## config.mk

```make
export PLATFORM = sky130hd
export DESIGN_NAME = bin2bcd_seq
export DESIGN_NICKNAME = d
export VERILOG_FILES = /design/src/rtl/bin2bcd_seq.sv
export SDC_FILE = /design/constraint.sdc
export NUM_CORES = 1
export LEC_CHECK = 0
export CORE_AREA = 2 2 96 98
export CTS_CLUSTER_SIZE = 24
export DETAILED_ROUTE_END_ITERATION = 12
export DIE_AREA = 0 0 98 100
export SLEW_MARGIN = 20
export SYNTH_ARGS = -nofsm -noshare
export SYNTH_HDL_FRONTEND = slang
export SYNTH_SLANG_ARGS = --single-unit
export TNS_END_PERCENT = 10
```

## constraint.sdc

```tcl
create_clock -name clk -period 2.1 [get_ports clk]
set_clock_uncertainty 0.2 [all_clocks]
set_input_delay 0.42 -clock clk [delete_from_list [all_inputs] [get_ports clk]]
set_output_delay 0.42 -clock clk [all_outputs]
set_load 0.005 [all_outputs]
```

## src/rtl/bin2bcd_seq.sv

```systemverilog
// Sequential binary-to-BCD converter (shift-and-add-3, one input bit per clock).
// Optional macro BIN2BCD_LEADING_ZERO_BLANK_EN enables the registered leading-zero blank mask.
module bin2bcd_seq #(
  parameter int unsigned BIN_W  = 12,
  parameter int unsigned DIGITS = 3
) (
  input  logic                  clk,
  input  logic                  rst,
  input  logic                  start,
  input  logic [BIN_W-1:0]      bin,
  output logic                  ready,
  output logic                  done,
  output logic [4*DIGITS-1:0]   bcd,
  output logic                  ovf,
  output logic [DIGITS-1:0]     blank
);

  function automatic int unsigned pow10(input int unsigned n);
    int unsigned r;
    r = 1;
    for (int unsigned i = 0; i < n; i++) r = r * 10;
    return r;
  endfunction

  localparam int unsigned BCD_W   = 4 * DIGITS;
  localparam int unsigned CNT_W   = $clog2(BIN_W + 1);
  localparam int unsigned MAX_VAL = pow10(DIGITS) - 1;

  typedef enum logic {IDLE, SHIFT} state_t;

  state_t             state_q, state_d;
  logic [BIN_W-1:0]   src_q, src_d;
  logic [BCD_W-1:0]   work_q, work_d;
  logic [CNT_W-1:0]   cnt_q, cnt_d;
  logic               ovf_pend_q, ovf_pend_d;
  logic [BCD_W-1:0]   bcd_q, bcd_d;
  logic               ovf_q, ovf_d;
  logic               done_q, done_d;
  logic [BCD_W-1:0]   adj;
  logic [BCD_W-1:0]   shifted;

  // Add-3 correction on every digit >= 5, then shift in the next source bit
  always_comb begin
    adj = work_q;
    for (int unsigned i = 0; i < DIGITS; i++) begin
      if (work_q[4*i +: 4] >= 4'd5) adj[4*i +: 4] = work_q[4*i +: 4] + 4'd3;
    end
    shifted = (adj << 1) | BCD_W'(src_q[BIN_W-1]);
  end

`ifdef BIN2BCD_LEADING_ZERO_BLANK_EN
  logic [DIGITS-1:0] blank_q, blank_d;
  logic [DIGITS-1:0] mask;

  // Digit i blanks when it and every higher digit are zero; units never blank
  always_comb begin
    logic upper_zero;
    mask       = '0;
    upper_zero = 1'b1;
    for (int i = int'(DIGITS) - 1; i >= 1; i--) begin
      upper_zero = upper_zero & (shifted[4*i +: 4] == 4'd0);
      mask[i]    = upper_zero & ~ovf_pend_q;
    end
  end
`endif

  always_comb begin
    state_d    = state_q;
    src_d      = src_q;
    work_d     = work_q;
    cnt_d      = cnt_q;
    ovf_pend_d = ovf_pend_q;
    bcd_d      = bcd_q;
    ovf_d      = ovf_q;
    done_d     = 1'b0;
`ifdef BIN2BCD_LEADING_ZERO_BLANK_EN
    blank_d    = blank_q;
`endif
    case (state_q)
      IDLE: begin
        if (start) begin
          src_d      = bin;
          work_d     = '0;
          cnt_d      = CNT_W'(BIN_W);
          ovf_pend_d = (32'(bin) > MAX_VAL);
          state_d    = SHIFT;
        end
      end
      SHIFT: begin
        work_d = shifted;
        src_d  = src_q << 1;
        cnt_d  = cnt_q - CNT_W'(1);
        if (cnt_q == CNT_W'(1)) begin
          bcd_d   = ovf_pend_q ? {DIGITS{4'h9}} : shifted;
          ovf_d   = ovf_pend_q;
          done_d  = 1'b1;
          state_d = IDLE;
`ifdef BIN2BCD_LEADING_ZERO_BLANK_EN
          blank_d = mask;
`endif
        end
      end
      default: state_d = IDLE;
    endcase
  end

  always_ff @(posedge clk or posedge rst) begin
    if (rst) begin
      state_q    <= IDLE;
      src_q      <= '0;
      work_q     <= '0;
      cnt_q      <= '0;
      ovf_pend_q <= 1'b0;
      bcd_q      <= '0;
      ovf_q      <= 1'b0;
      done_q     <= 1'b0;
`ifdef BIN2BCD_LEADING_ZERO_BLANK_EN
      blank_q    <= '0;
`endif
    end else begin
      state_q    <= state_d;
      src_q      <= src_d;
      work_q     <= work_d;
      cnt_q      <= cnt_d;
      ovf_pend_q <= ovf_pend_d;
      bcd_q      <= bcd_d;
      ovf_q      <= ovf_d;
      done_q     <= done_d;
`ifdef BIN2BCD_LEADING_ZERO_BLANK_EN
      blank_q    <= blank_d;
`endif
    end
  end

  assign ready = (state_q == IDLE);
  assign done  = done_q;
  assign bcd   = bcd_q;
  assign ovf   = ovf_q;
`ifdef BIN2BCD_LEADING_ZERO_BLANK_EN
  assign blank = blank_q;
`else
  assign blank = '0;
`endif

endmodule
```

==> flow_summary.toml, run 1 <==
[status]
status = "finished clean"

[floorplan]
core_area_sq_mm = 0.00889
io_pins = 33
floorplan.die.width_um = 98
start_util_pct = 24.2
die_area_sq_mm = 0.00980
fp-row-count = 35
die_y_um = 100

[worst_setup_path]
slowest_stage = "clkdlybuf4s50_1"
required_ns = 1.48
r2r_start = "work_q[0]"
startpoint = "state_q"
cp_cell_sequence = "inv_4 -> clkdlybuf4s50_1"
crit_type = "flop to output pin"
crit_path_end = "ready"
arrival_ns = 1.36
setup.worst_path.end_class = "output pin"
start_kind = "flop"
reg2reg_slack_ns = 0.25
regToRegEndpoint = "bcd[2]"
critPathMaxStageDelay_ns = 0.52
critical_path_peak_fanout = 13
rr_worst_depth = 6

[hold_path]
min_path_type = "input port to async pin"

[global_route]
grt_max_degree = 45
groute.usage.overall_pct = 9.13
overflow = 0
grt_pass1_wl_mm = 7.16
antenna_found_initial = 0
grt_pass1_vias = 1498

[routing]
ant_nets = 0
routed_wl_mm = 4.21
first_pass_iters = 4
drc = 0
first_iter_violations = 85
routedWlPerCell_um = 12.0
via_per_inst = 4.30
vias = 1506

[final_layout]
area_growth_pct = 23.0
drive_gt1_share_pct = 8.37
antenna_cells = 0
fillers = 935
final_cell_mix = "44 x dfrtp_1, 29 x clkdlybuf4s50_1, 27 x nand2_1"
nets = 261
final_cell_area_sq_mm = 0.00265
final_common_cell = "dfrtp_1"

[synth]
ys_ff_latch = 44
synth.avg_cell_area_sq_um = 10.3
synth.top_cell.area_share_pct = 51.2
synth_ff_type = "dfrtp_1"
ys_warn_count = 0
async_reset_ff_share_pct = 100
synth_area_sq_mm = 0.00215
synth_edf_count = 0
yosysTopAreaCell = "dfrtp_1"
ys_types = 36
netlist_instances = 209
ys_top_cells_by_area = "dfrtp_1 51%, mux2i_1 6.5%, nand2_1 4.7%"
synth-seq-area-share_pct = 51.2

[placement]
io_buffers = 29
dpl_cell_area_sq_mm = 0.00255
gp_congestion = 0.758
post-dp-hpwl_mm = 3.04

[sta]
rsz0062_at_grt = "no"
period_needed_ns = 1.98
final-setup-viol-count = 0
max_freq_mhz = 504
drv_slew = 0
finalHoldViolations = 0
finalSetupTns_ns = 0
timing.final.crit_share_pct = 94.5

[power]
power.density_mw_per_mm2 = 1350
leakagePower_nw = 1.18
vdd.ir_drop.worst_mv = 0.377

[clock_network]
numCtsBuffers = 5
cts-root-buf = "clkbuf_8"
cts_buffer_depth = 2
cts-htree-levels = 2
post-cts-setup-buffers = 0
cts.sinks = 44
path_clk_slew_ns = 0.08
cts_tree = "done"
clock_latency_ns = 0.29

[run]
cap_violations = 0
==> state kept, by name, summed over array words and instances, names as in the netlist <==
| register | cells |
|---|---|
| src_q | 12 |
| cnt_q | 4 |
| ovf_pend_q | 1 |
| done | 1 |
| bcd | 12 |
| ovf | 1 |
| state_q | 1 |
| work_q | 12 |
==> worst min path at each step <==
stage,endpoint,from
3_3_place_gp,src_q[6],src_q[5]
2_1_floorplan,src_q[10],src_q[9]
6_report,bcd[3],rst
3_5_place_dp,bcd[0],bcd[0]
4_1_cts,bcd[3],rst
5_1_grt,bcd[3],rst
==> timing repair <==
item,in CTS,in global routing
endpoints found under the setup margin,0,1
resized for setup,0,1
hold buffers,0,0
==> layout make-up <==
cell class	instances	area (sq um)	area share, %
Clock inverter	1	7.51	0.284
Tap cell	111	139	5.25
Multi-Input combinational cell	142	923	34.9
Sequential cell	44	1100	41.6
Clock buffer	7	86.3	3.26
Timing Repair Buffer	34	340	12.9
Inverter	11	48.8	1.84
==> routing by layer <==
metal	wire length [um]	share of wire [%]	global-route usage, %	up-vias
met4	35	0.83	3.42	0
met3	172	4.1	2.44	5
met5	0	0	0	-
met2	1860	44	14.1	29
li1	-	-	-	779
met1	2150	51	12.3	693
==> stage by stage <==
stage	power [W]	instances	utilization, %	setup slack (ns)	hold WS [ns]
2_1_floorplan	0.00254	211	-	0.358	0.249
4_1_cts	0.00363	350	29.7	0.0387	0.274
3_5_place_dp	0.00307	342	28.7	0.252	0.269
3_3_place_gp	0.00303	342	28.7	0.262	0.265
6_report	0.00357	350	29.8	0.117	0.250
5_1_grt	0.00390	350	29.8	0.0600	0.283
==> synthesized netlist by cell type, drive strengths merged, types with 3 or more instances <==
| master | count |
|---|---|
| a32o | 3 |
| o22ai | 3 |
| ha | 8 |
| o21ai | 18 |
| mux2i | 14 |
| a22o | 7 |
| buf | 7 |
| clkbuf | 7 |
| nor2 | 13 |
| nand2b | 4 |
| nor3 | 7 |
| a31oi | 4 |
| nand2 | 27 |
| dfrtp | 44 |
| inv | 10 |
| xnor2 | 4 |
| a21o | 4 |
| a21oi | 13 |
==> power breakdown <==
part,switching [W],internal (W)
sequential,0.000283,0.00120
combinational,0.000755,0.000786
clock,0.000276,0.000267
==> cell families after synthesis <==
logic type,synth area share (%)
compound gates,16.3
xor+xnor,1.63
other cells,0.174
simple gates,13.3
flops,51.2
fa+ha+maj,4.65
buf+inv,6.22
mux,6.52
==> critical path, delay by kind of cell, from the launching register on <==
family	cells	cell delay [ns]
buffers and inverters	2	0.66
flip-flops	1	0.41
Note: power is estimated with default switching activity, not from simulation.
==> run 2: changes to the inputs <==
Settings changed: MAX_ROUTING_LAYER set to met4.
==> flow_summary.toml, run 2 (synthesis gave the netlist of run 1 again) <==
[clock_network]
cts.sinks = 44
path_clk_slew_ns = 0.08
cts_buffer_depth = 2
clock_latency_ns = 0.29
cts_tree = "done"
cts-htree-levels = 2
cts-root-buf = "clkbuf_8"
post-cts-setup-buffers = 0
numCtsBuffers = 5

[final_layout]
nets = 261
fillers = 935
drive_gt1_share_pct = 8.37
multi_input_area_sq_um = 923
final_cell_mix = "44 x dfrtp_1, 29 x clkdlybuf4s50_1, 27 x nand2_1"
regArea_sq_mm = 0.00110
final_common_cell = "dfrtp_1"
area_growth_pct = 23.0
antenna_cells = 0
final_cell_area_sq_mm = 0.00265

[floorplan]
start_util_pct = 24.2
die_y_um = 100
core_area_sq_mm = 0.00889
fp-row-count = 35
die_area_sq_mm = 0.00980
floorplan.die.width_um = 98
io_pins = 33

[global_route]
grt_use_met2_pct = 14.1
overflow = 0
grt_pass1_wl_mm = 7.17
met1_usage_pct = 12.4
grt_pass1_vias = 1497
gr-usage-met3_pct = 2.44
groute.usage.overall_pct = 9.40
grt_max_degree = 45
antenna_found_initial = 0
grt.busiest_layer = "met2"

[placement]
dpl_cell_area_sq_mm = 0.00255
post-dp-hpwl_mm = 3.04
gp_congestion = 0.768
io_buffers = 29

[worst_setup_path]
regToRegEndpoint = "bcd[2]"
reg2reg_slack_ns = 0.25
r2r_start = "work_q[0]"
arrival_ns = 1.37
start_kind = "flop"
setup.worst_path.end_class = "output pin"
required_ns = 1.48
critical_path_peak_fanout = 13
rr_worst_depth = 6
crit_type = "flop to output pin"

[routing]
drc = 0
vias = 1519
first_iter_violations = 73
via_per_inst = 4.34
routedWlPerCell_um = 12.1
first_pass_iters = 4
ant_nets = 0
routed_wl_mm = 4.23

[sta]
max_freq_mhz = 504
finalSetupTns_ns = 0
timing.final.crit_share_pct = 94.5
final-setup-viol-count = 0
rsz0062_at_grt = "no"
period_needed_ns = 1.99
drv_slew = 0
finalHoldViolations = 0

[power]
power.density_mw_per_mm2 = 1350
leakagePower_nw = 1.18
vdd.ir_drop.worst_mv = 0.379

[hold_path]
min_path_type = "input port to async pin"

[run]
cap_violations = 0

[status]
status = "finished clean"
## run 2: cell type report
cell class                 instances  area share, %
clock buffer                       7           3.26
clock inverter                     1          0.284
inverter                          11           1.84
multi-input combinational        142           34.9
sequential                        44           41.6
tap                              111           5.25
timing repair buffer              34           12.9
## run 2: where the power goes
part | switching, W | internal [W] | total (W) | leakage, nW
Sequential | 0.000284 | 0.00120 | 0.00148 | 0.550
Clock | 0.000278 | 0.000267 | 0.000546 | 0.0445
Combinational | 0.000758 | 0.000786 | 0.00154 | 0.589
Total | 0.00132 | 0.00225 | 0.00357 | 1.18
## run 2: worst max-delay path by stage
stage / startpoint / end / slack, ns / cells after the start
finish: state_q / ready / 0.11 / 2
global route: state_q / ready / 0.06 / 2
CTS: state_q / ready / 0.04 / 2
detailed placement: work_q[0] / bcd[2] / 0.25 / 6
global placement: work_q[0] / bcd[2] / 0.26 / 6
floorplan: cnt_q[1] / bcd[3] / 0.36 / 8
## run 2: what timing repair did
item                       CTS  global route
gates resized for setup      0             1
setup endpoints to repair    0             1
hold buffers                 0             0
## run 2: critical path: stages, from the launching register on
cell and delay [ns]:
dfrtp_1 0.41, inv_4 0.14, clkdlybuf4s50_1 0.52
## run 2: through the flow
stage	power, W	setup WS [ns]	hold slack, ns	utilization (%)	cells
final	0.00357	0.115	0.252	29.8	350
after floorplan	0.00254	0.358	0.249	-	211
after global routing	0.00390	0.0600	0.278	29.8	350
after detailed placement	0.00307	0.252	0.269	28.7	342
after CTS	0.00363	0.0387	0.274	29.7	350
after global placement	0.00303	0.262	0.265	28.7	342
## run 2: layer usage
metal | vias up | part of all wire, % | routed length (um)
met3 | 5 | 4.1 | 174
met2 | 34 | 44 | 1850
met1 | 706 | 51 | 2170
li1 | 774 | - | -
met4 | 0 | 0.85 | 36
met5 | - | 0 | 0
==> run 3: changes to the inputs <==
Settings changed: CELL_PAD_IN_SITES_DETAIL_PLACEMENT set to 2, CELL_PAD_IN_SITES_GLOBAL_PLACEMENT set to 2, CTS_BUF_LIST set to sky130_fd_sc_hd__clkbuf_4 sky130_fd_sc_hd__clkbuf_8, PLACE_DENSITY_LB_ADDON set to 0.1.
==> flow_summary.toml, run 3 (synthesis gave the netlist of run 1 again) <==
[global_route]
grt_max_degree = 45
antenna_found_initial = 0
groute.usage.overall_pct = 12.4
grt_pass1_wl_mm = 9.29
grt_pass1_vias = 1742
overflow = 0

[worst_setup_path]
arrival_ns = 1.42
crit_type = "flop to output pin"
setup.worst_path.end_class = "output pin"
critical_path_peak_fanout = 12
start_kind = "flop"
required_ns = 1.48

[sta]
timing.final.crit_share_pct = 97.1
rsz0062_at_grt = "no"
whs_ns = 0.275
period_needed_ns = 2.04
max_freq_mhz = 490
final-setup-viol-count = 0
drv_slew = 0
finalHoldViolations = 0
setup_ws_ns = 0.0611
finalSetupTns_ns = 0

[floorplan]
die_y_um = 100
fp-row-count = 35
die_area_sq_mm = 0.00980
io_pins = 33
floorplan.die.width_um = 98
start_util_pct = 24.2
core_area_sq_mm = 0.00889

[routing]
routed_wl_mm = 5.44
first_pass_iters = 3
via_per_inst = 4.63
routedWlPerCell_um = 15.5
drc = 0
vias = 1624
ant_nets = 0
first_iter_violations = 53

[power]
leakagePower_nw = 1.20
power.density_mw_per_mm2 = 1380
p_switching_w = 0.00140
pwr-share-comb_pct = 43.7
power_switching_share_pct = 38.2
p_int_w = 0.00226
vdd.ir_drop.worst_mv = 0.336
power_frac_seq_pct = 40.8
clkPwrFrac_pct = 15.5

[clock_network]
numCtsBuffers = 5
cts_buffer_depth = 2
cts_resized = 1
cts-htree-levels = 2
clock_latency_ns = 0.30
postCtsHoldBufs = 0
cts.sinks = 44
cts-root-buf = "clkbuf_8"
post-cts-setup-buffers = 0
cts_tree = "done"
path_clk_slew_ns = 0.09

[final_layout]
drive_gt1_share_pct = 9.58
final_cell_mix = "44 x dfrtp_1, 29 x clkdlybuf4s50_1, 27 x nand2_1"
fillers = 986
fin_cells = 351
area_growth_pct = 23.6
nets = 262
final_common_cell = "dfrtp_1"
antenna_cells = 0

[placement]
io_buffers = 29
preCtsSetupSlack_ns = 0.205
dp.cells = 343
gp_congestion = 0.718
post-dp-hpwl_mm = 3.74

[hold_path]
min_path_type = "input port to async pin"

[run]
cap_violations = 0

[status]
status = "finished clean"
## run 3: cell types whose count changed in the layout (fill, tap and decap cells not counted), sizes merged
| cell | previous run | this run |
|---|---|---|
| clkinv | 2 | 3 |
| inv | 9 | 10 |
| buf | 5 | 6 |
| clkbuf | 7 | 6 |
| clkinvlp | 1 | 0 |
## run 3: layout make-up
class | count | area (sq um) | share of cell area (%)
tap | 111 | 139 | 5.23
clock buffer | 6 | 82.6 | 3.11
sequential | 44 | 1100 | 41.4
clock inverter | 2 | 10.0 | 0.377
multi-input combinational | 142 | 923 | 34.7
timing repair buffer | 35 | 355 | 13.4
inverter | 11 | 46.3 | 1.74
## run 3: power groups by stage
| stage | Clock [W] | Sequential [W] | Combinational, W |
|---|---|---|---|
| 2_1_floorplan | 0 | 0.00144 | 0.00110 |
| 3_3_place_gp | 0 | 0.00151 | 0.00160 |
| 3_5_place_dp | 0 | 0.00152 | 0.00163 |
| 4_1_cts | 0.000602 | 0.00151 | 0.00165 |
| 5_1_grt | 0.000632 | 0.00156 | 0.00183 |
| 6_report | 0.000568 | 0.00149 | 0.00160 |
## run 3: final timing paths
path	slack, ns	endpoint	cells past startpoint	startpoint
max in group asynchronous	1.21	bcd[9]	3	rst
min in group clk	0.28	bcd[0]	2	bcd[0]
setup / recovery	0.06	ready	3	state_q
hold reg to reg	0.28	bcd[0]	2	bcd[0]
setup reg to reg	0.20	work_q[2]	6	work_q[1]
hold / removal	0.28	src_q[1]	3	rst
## run 3: worst max-delay path, stage by stage, from the launching register on
cell and delay, ns:
dfrtp_1 0.39, inv_2 0.07, buf_8 0.14, clkdlybuf4s50_1 0.51
## run 3: through the flow
stage	utilization, %	total power, W	area, sq um
after floorplan	-	0.00254	2160
after detailed placement	28.8	0.00315	2560
final	29.9	0.00366	2660
after global placement	28.8	0.00312	2560
after global routing	29.9	0.00402	2660
after CTS	29.9	0.00376	2650
## run 3: layer usage
metal | track usage (%) | part of all wire [%] | routed length [um]
met5 | - | 0 | 0
met1 | 16.0 | 48 | 2590
met2 | 20.0 | 49 | 2670
met4 | 2.88 | 0.50 | 27
met3 | 2.72 | 2.9 | 160
